[config.mk]
export PLATFORM = sky130hd
export DESIGN_NAME = perceptron_trainer
export DESIGN_NICKNAME = d
export VERILOG_FILES = /design/src/rtl/perceptron_trainer.sv
export SDC_FILE = /design/constraint.sdc
export NUM_CORES = 1
export LEC_CHECK = 0
export ABC_AREA = 1
export CAP_MARGIN = 20
export CORE_ASPECT_RATIO = 0.9
export CORE_MARGIN = 4
export CORE_UTILIZATION = 59
export DETAILED_ROUTE_END_ITERATION = 12
export DONT_BUFFER_PORTS = 1
export PLACE_DENSITY = 0.77
export SYNTH_ARGS = -nofsm -noshare
export SYNTH_HDL_FRONTEND = slang
export SYNTH_SLANG_ARGS = --single-unit
export TNS_END_PERCENT = 100
[constraint.sdc]
create_clock -name clk_i -period 9.3 [get_ports clk_i]
set_input_delay 0.93 -clock clk_i [delete_from_list [all_inputs] [get_ports clk_i]]
set_output_delay 0.93 -clock clk_i [all_outputs]
set_load 0.02 [all_outputs]
[src/rtl/perceptron_trainer.sv]
// perceptron_trainer: online perceptron training over a programmable 2-input
// truth table, producing sign-magnitude Q15.16 weights for the neuron stage.
// Optional build macro: TRAINER_KEEP_WEIGHTS_EN (start keeps current weights
// instead of reloading the INIT values; reset still loads INIT).
//
// state       | meaning
// ------------+-----------------------------------------------------------
// S_IDLE      | waiting for start_i; results of the last run are held
// S_EVAL      | compute sum/firing decision for the current sample
// S_UPDATE    | apply e*LEARN_RATE to active weights, advance sample
// S_EPOCH_END | count the epoch, decide between another epoch and DONE
// S_DONE      | one-cycle completion pulse
module perceptron_trainer #(
  parameter int               Q_M        = 15,
  parameter int               Q_N        = 16,
  parameter logic [Q_M+Q_N:0] W1_INIT    = '0,
  parameter logic [Q_M+Q_N:0] W2_INIT    = '0,
  parameter logic [Q_M+Q_N:0] WB_INIT    = '0,
  parameter logic [Q_M+Q_N:0] LEARN_RATE = 32'h0000_199A,
  parameter logic [3:0]       TARGETS    = 4'b1110,
  parameter int               MAX_EPOCHS = 64
) (
  input  logic                            clk_i,
  input  logic                            rst_ni,
  input  logic                            start_i,
  output logic                            busy_o,
  output logic                            done_o,
  output logic                            converged_o,
  output logic [$clog2(MAX_EPOCHS+1)-1:0] epoch_o,
  output logic                            weights_valid_o,
  output logic [Q_M+Q_N:0]                w1_o,
  output logic [Q_M+Q_N:0]                w2_o,
  output logic [Q_M+Q_N:0]                wb_o
);

  localparam int W  = 1 + Q_M + Q_N;
  // Two guard bits: the three-term sum never overflows WX-bit two's complement.
  localparam int WX = W + 2;
  localparam int EW = $clog2(MAX_EPOCHS + 1);
  localparam logic [WX-1:0] MAG_MAX = {3'b000, {(W-1){1'b1}}};

  typedef enum logic [2:0] {
    S_IDLE,
    S_EVAL,
    S_UPDATE,
    S_EPOCH_END,
    S_DONE
  } state_t;

  state_t          state_q, state_d;
  logic [1:0]      sample_q;
  logic            y_q;
  logic [2:0]      err_q;
  logic [EW-1:0]   epoch_q;
  logic            conv_q;
  logic            valid_q;
  logic [W-1:0]    w1_q, w2_q, wb_q;

  logic            x1, x2, target;
  logic            err_pos, err_neg;
  logic            last_epoch;
  logic            fire;
  logic [WX-1:0]   sum;

  function automatic logic [WX-1:0] to_tc(input logic [W-1:0] v);
    logic [WX-1:0] m;
    m = {3'b000, v[W-2:0]};
    return v[W-1] ? (~m + WX'(1)) : m;
  endfunction

  // Back to sign-magnitude with magnitude clamp; a zero result is always +0.
  function automatic logic [W-1:0] to_sm(input logic [WX-1:0] v);
    logic [WX-1:0] m;
    m = v[WX-1] ? (~v + WX'(1)) : v;
    if (m > MAG_MAX) m = MAG_MAX;
    return {v[WX-1] && (m != '0), m[W-2:0]};
  endfunction

  function automatic logic [W-1:0] step(input logic [W-1:0] w, input logic dec);
    logic [WX-1:0] lr;
    lr = to_tc(LEARN_RATE);
    return to_sm(dec ? (to_tc(w) - lr) : (to_tc(w) + lr));
  endfunction

  assign x1      = sample_q[1];
  assign x2      = sample_q[0];
  assign target  = TARGETS[sample_q];
  assign err_pos = target & ~y_q;
  assign err_neg = ~target & y_q;
  assign last_epoch = (err_q == 3'd0) || (epoch_q == EW'(MAX_EPOCHS - 1));

  // Weighted sum of the current sample with the bias input fixed at 1.
  always_comb begin
    sum  = to_tc(wb_q) + (x1 ? to_tc(w1_q) : '0) + (x2 ? to_tc(w2_q) : '0);
    fire = ~sum[WX-1] && (sum != '0);
  end

  // State register.
  always_ff @(posedge clk_i or negedge rst_ni) begin
    if (!rst_ni) state_q <= S_IDLE;
    else         state_q <= state_d;
  end

  // Next-state decode and status outputs.
  always_comb begin
    state_d = state_q;
    busy_o  = (state_q != S_IDLE);
    done_o  = (state_q == S_DONE);
    case (state_q)
      S_IDLE:      if (start_i) state_d = S_EVAL;
      S_EVAL:      state_d = S_UPDATE;
      S_UPDATE:    state_d = (sample_q == 2'd3) ? S_EPOCH_END : S_EVAL;
      S_EPOCH_END: state_d = last_epoch ? S_DONE : S_EVAL;
      S_DONE:      state_d = S_IDLE;
      default:     state_d = S_IDLE;
    endcase
  end

  // Datapath: sample/epoch bookkeeping, result flags and weight updates.
  always_ff @(posedge clk_i or negedge rst_ni) begin
    if (!rst_ni) begin
      sample_q <= 2'd0;
      y_q      <= 1'b0;
      err_q    <= 3'd0;
      epoch_q  <= '0;
      conv_q   <= 1'b0;
      valid_q  <= 1'b0;
      w1_q     <= W1_INIT;
      w2_q     <= W2_INIT;
      wb_q     <= WB_INIT;
    end else begin
      case (state_q)
        S_IDLE: begin
          if (start_i) begin
            sample_q <= 2'd0;
            err_q    <= 3'd0;
            epoch_q  <= '0;
            conv_q   <= 1'b0;
            valid_q  <= 1'b0;
`ifdef TRAINER_KEEP_WEIGHTS_EN
`else
            w1_q     <= W1_INIT;
            w2_q     <= W2_INIT;
            wb_q     <= WB_INIT;
`endif
          end
        end
        S_EVAL: y_q <= fire;
        S_UPDATE: begin
          sample_q <= sample_q + 2'd1;
          if (err_pos || err_neg) begin
            err_q <= err_q + 3'd1;
            wb_q  <= step(wb_q, err_neg);
            if (x1) w1_q <= step(w1_q, err_neg);
            if (x2) w2_q <= step(w2_q, err_neg);
          end
        end
        S_EPOCH_END: begin
          epoch_q <= epoch_q + EW'(1);
          err_q   <= 3'd0;
          if (last_epoch) conv_q <= (err_q == 3'd0);
        end
        S_DONE:  valid_q <= 1'b1;
        default: ;
      endcase
    end
  end

  assign converged_o     = conv_q;
  assign epoch_o         = epoch_q;
  assign weights_valid_o = valid_q;
  assign w1_o            = w1_q;
  assign w2_o            = w2_q;
  assign wb_o            = wb_q;

endmodule
* Word-level counts from Yosys, hierarchy flattened
Index checks and enable logic that the tools add are counted.
Widths: inputs -> output; s select.
** Cells by class
- Add/subtract/negate cells :: 17
- $lt $le $gt $ge :: 4
- Equal/unequal tests :: 11
- Muxes and demuxes :: 48
- Bitwise logic cells :: 11
- Reduce and logical (&&, ||, !) cells :: 25
** Operator list (number)
- $mux 34 :: 22
- $add 34x1->34 const B :: 6
- $mux 32 :: 6
- $pmux 32 s2 :: 3
- $reduce_bool 34->1 :: 4
- $add 34x13->34 const B :: 3
- $gt 34x31->1 const B :: 3
- $not 31->34 :: 3
- $not 34->34 :: 3
- $sub 34x13->34 const B :: 3
- $add 34x34->34 :: 2
- $pmux 7 s2 :: 1
- $mux 3 :: 4
- $pmux 3 s4 :: 1
- $ne 2x2->1 const B :: 5
- $pmux 3 s3 :: 1
- $reduce_and 3->1 :: 3
- $reduce_and 4->1 :: 2
- $add 7x1->7 const B :: 1
- $eq 7x6->1 const B :: 1
- $mux 7 :: 1
- $eq 3x2->1 const B :: 2
- $logic_not 3->1 :: 2
- $reduce_and 2->1 :: 3
- other kinds (17) :: 31
** Word-level totals
- Bits in registers :: 114
- Input bits :: 3
- Output and inout port bits :: 107
- Logic and storage cells :: 126

* Logic depth before layout (Yosys ltp)
- Word-level depth :: 18
- Gate-level depth with buffers :: 38
- Gate-level depth less buffers :: 37

* Least setup slack after synthesis
Ideal clock, no wire load.
- Kind :: register to register
- Start :: register sample_q[0]
- End :: register w1_q[14] (netlist: w1_o[14])
- Data arrival time :: 6171 ps
- Required time :: 9154 ps
- Slack :: 2983 ps
- Stages on the path, launching flop included :: 28
- Clock period less this slack :: 6317 ps
- Cells stage by stage :: dfrtp_1 > clkbuf_1 > inv_1 > ha_1 > ha_1 > inv_1 > ha_1 > nand2_1 > inv_1 > nand2_1 > nand2_1 > nand2_1 > nand2_1 > xnor2_1 > nand3_1 > nor2_2 > nand2_1 > nor2_2 > nand3_2 > nor3_2 > nand2_1 > nand2_1 > nand2_1 > nand2_1 > nand2_2 > nand2_4 > buf_6 > o221ai_1
** On the way
- Word-level cells in the longest chain between the ends :: 16
- Elaborated cells on any way between the ends :: 20
- Classes of those cells :: add/sub (1); order compare (1); eq/ne (1); mux (11); bitwise (4); reduce/logical (2)
** RTL lines
- from (decl) :: line 51 : logic [1:0] sample_q;
- from (signal assigned) :: line 150 : sample_q <= sample_q + 2'd1;
- $bmux 1 s2 (*) :: line 87 : assign target = TARGETS[sample_q];
- $mux 1 (not written as such) (*) :: line 87
- $not 1->1 :: line 89 : assign err_neg = ~target & y_q;
- $and 1x1->1 :: line 89
- $mux 34 :: line 82 : return to_sm(dec ? (to_tc(w) - lr) : (to_tc(w) + lr));
- $not 34->34 :: line 74 : m = v[WX-1] ? (~v + WX'(1)) : v;
- $add 34x1->34 :: line 74
- $mux 34 :: line 74
- $gt 34x31->1 :: line 75 : if (m > MAG_MAX) m = MAG_MAX;
- $mux 34 :: line 75
- $mux 34 :: line 154 : if (x1) w1_q <= step(w1_q, err_neg);
- $mux 34 :: line 151 : if (err_pos || err_neg) begin
- $mux 34 :: line 132 : case (state_q)
- $mux 32 :: line 154
- $mux 32 :: line 151
- $pmux 32 s2 :: line 132
- to (signal assigned) :: line 154
- to (decl) :: line 57 : logic [W-1:0] w1_q, w2_q, wb_q;
Every way passes the cells marked *; elsewhere a longest branch is shown, timed or not. The select of a mux whose other input is x is not followed.
A chain may end at the register's enable or synchronous reset.

* Final worst setup path
- Start :: register wb_q[0] (netlist: wb_o[0])
- End :: register wb_q[17] (netlist: wb_o[17])
** On the way
- Word-level cells in the longest chain between the ends :: 14
- Elaborated cells on any way between the ends :: 15
- Classes of those cells :: add/sub (4); order compare (1); mux (8); bitwise (2)
** RTL lines
- from (decl) :: line 57
- from (signal assigned) :: line 153 : wb_q <= step(wb_q, err_neg);
- $not 31->34 :: line 68 : return v[W-1] ? (~m + WX'(1)) : m;
- $add 34x1->34 :: line 68
- $mux 34 (*) :: line 68
- $add 34x13->34 or $sub 34x13->34 (tied branches) :: line 82
- $mux 34 (*) :: line 82
- $not 34->34 :: line 74
- $add 34x1->34 :: line 74
- $mux 34 (*) :: line 74
- $gt 34x31->1 :: line 75
- $mux 34 (*) :: line 75
- $mux 34 (*) :: line 151
- $mux 34 (*) :: line 132
- $mux 32 (*) :: line 151
- $pmux 32 s2 (*) :: line 132
Marked as above.

==> impl_metrics.env <==
export IMPL_design_portCount=110
export IMPL_worst_path_max_fanout=44
export IMPL_fin_worst_skew_ns=0.0141
export IMPL_design_die_area_um2=38300
export IMPL_synth_seq_cells=114
export IMPL_post_route_drc_count=0
export IMPL_finalWorstPathRequiredPeriod_ns=7.55
export IMPL_clock_sinks=114
export IMPL_die_height_um=186
export IMPL_grt_overflow=0
export IMPL_floorplan_rows=64
export IMPL_cts_buffers=17
export IMPL_synth_area_top_cells="sky130_fd_sc_hd__nand2_1 21%, sky130_fd_sc_hd__dfrtp_1 14%, sky130_fd_sc_hd__inv_1 11%"
export IMPL_report_final_slew_viol_count=0
export IMPL_start_kind="flop"
export IMPL_utilization_pct=63.4
export IMPL_final_layout_size_suffix_gt1_share_pct=5.09
export IMPL_crit_path_max_incr_delay_ns=0.61
export IMPL_finalHoldViolations=0
export IMPL_dr_total_vias=24000
export IMPL_cts_tree="yes"
export IMPL_syn_inst=3603
export IMPL_detail_route_antenna_nets=0
export IMPL_final_net_count=3762
export IMPL_crit_buf_inv=6
export IMPL_antenna_cells=0
export IMPL_pin_count_of_the_biggest_net_entering_global_routing=115
export IMPL_cp_end_kind="flop"
export IMPL_fraction_of_registers_with_async_set_reset_pct=100
export IMPL_synth_top_cell_area_share_pct=20.9
export IMPL_fin_setup_tns_ns=0
export IMPL_layout_cells_most_common_list="1,158 x sky130_fd_sc_hd__nand2_1, 597 x sky130_fd_sc_hd__inv_1, 348 x sky130_fd_sc_hd__nor2_1"
export IMPL_result_of_the_run="finished clean"
export IMPL_finalCritPeriodShare_pct=81.1
export IMPL_tightestPinTransition_ns=0.989
export IMPL_max_slew_margin_pct=33.7
export IMPL_routed_wire_length_per_instance_um=19.0
export IMPL_flow_area_growth_from_synthesis_pct=4.98
export IMPL_crit_arrival_ns=7.86
export IMPL_worst_setup_hold_path_clk_slew_ns=0.06
export IMPL_grt_pass1_wl_mm=119
export IMPL_route_detailed_vias_per_inst=5.93
export IMPL_hold_path_class="in -> async"
export IMPL_die_width_um=206
export IMPL_ctsRootBufferMaster="sky130_fd_sc_hd__clkbuf_16"
export IMPL_worst_path_dominant_cell_family="simple AND/OR/NAND/NOR gates"
export IMPL_floorplan_core_area_um2=34400
export IMPL_initial_drc_count=3210
export IMPL_cts_max_path_buffers=2
export IMPL_finish_stage_setup_viols=0
export IMPL_fmax_ghz=0.133
export IMPL_synth_yosys_warnings=0
export IMPL_first_global_vias=22200
export IMPL_synth_sequential_area_ratio_pct=13.7
export IMPL_synthesis_area_per_instance_um2=5.76
export IMPL_synthDistinctLibCells=55
export IMPL_detailedPlacementHpwl_mm=63.6
export IMPL_worst_ep_required_time_ns=9.62
export IMPL_post_cts_repair_setup_buffers=0
export IMPL_drt_wl_total_mm=77.2
export IMPL_initial_core_util_pct=60.4
export IMPL_ys_dominant_reg_cell="sky130_fd_sc_hd__dfrtp_1"
export IMPL_rsz_0062_raised_after_global_routing="false"
export IMPL_worst_slack_ns=1.75
export IMPL_mostFrequentLayoutCell="sky130_fd_sc_hd__nand2_1"
export IMPL_postCtsHoldBufs=0
export IMPL_critical_path_slowest_cell="sky130_fd_sc_hd__nand2_2"
export IMPL_synthesis_nets=3783
export IMPL_syn_area_um2=20800
export IMPL_grt_total_usage_pct=39.3
export IMPL_synth_edf_count=0
export IMPL_ctsHtreeMaxLevel=4
export IMPL_antenna_found_initial=0
export IMPL_gpl_final_weighted_congestion=1.08
export IMPL_detailedRoute_firstPassIterationCount=9
export IMPL_buffer_ports_inserted=0
export IMPL_setup_worst_path_class="reg -> reg"
export IMPL_synth_largest_area_cell="sky130_fd_sc_hd__nand2_1"
export IMPL_drv_cap=0
export IMPL_dpl_worst_slack_ns=2.26
export IMPL_timing_critical_path_mode_cell="sky130_fd_sc_hd__inv_1"
export IMPL_cts_resized_gates=0
export IMPL_clk_insertion_delay_late_ns=0.47
cell type report:
type	instances	area (um^2)
inverters	609	2290
well taps	462	578
repair buffers	10	75.1
clock inverters	15	220
clock buffers	17	425
flip-flops and latches	114	2850
multi-input cells	2830	15400
fillers	3320	12600
cells in the mapped netlist, drive strengths merged (28+ instances only):
master  instances
dfrtp         114
fa             37
nand2        1204
a21oi         178
nand3         272
xor2          147
inv           608
ha            140
nor2          377
nand4          59
clkbuf         28
nor3           52
o21ai         184
nand3b         32
registers in the layout, summed over array words and instances, names as in the netlist:
| register | cells |
|---|---|
| epoch_o | 7 |
| weights_valid_o | 1 |
| state_q | 3 |
| w1_o | 32 |
| sample_q | 2 |
| y_q | 1 |
| err_q | 3 |
| converged_o | 1 |
| wb_o | 32 |
| w2_o | 32 |
path summary, 6_finish.rpt:
| check | slack [ns] | cells after the start | from | end |
|---|---|---|---|---|
| max reg2reg | 1.75 | 29 | wb_o[0] | wb_o[17] |
| min in group clk_i | 0.56 | 2 | y_q | y_q |
| min | 0.16 | 0 | rst_ni | epoch_o[5] |
| min reg2reg | 0.56 | 2 | y_q | y_q |
| max | 1.75 | 29 | wb_o[0] | wb_o[17] |
| max in group asynchronous | 8.94 | 0 | rst_ni | w2_o[26] |
cells by family after synthesis:
| group | Yosys count | share of synthesized area [%] |
|---|---|---|
| simple gates | 2028 | 42.1 |
| buf+inv | 659 | 12.4 |
| compound gates | 457 | 12.7 |
| fa+ha+maj | 177 | 12.0 |
| xor+xnor | 167 | 7.04 |
| flops | 114 | 13.7 |
| mux | 1 | 0.0542 |
per-stage QoR:
stage / area (um^2) / hold slack, ns / cells
floorplan: 20800 / 0.455 / 3603
global placement: 21200 / 0.532 / 4025
detailed placement: 21200 / 0.538 / 4025
CTS: 21800 / 0.145 / 4057
global route: 21800 / 0.143 / 4057
finish: 21800 / 0.156 / 4057
routing by layer:
layer	vias to the layer above	global-route usage [%]	wire length, um
met2	1490	60.6	32700
met5	-	0	0
met1	10900	52.2	31100
met4	0	18.3	3940
met3	257	9.46	9550
li1	11400	-	-
Power is not shown: default switching activity piles up to over one toggle a cycle in this logic, so the estimate is an artifact.
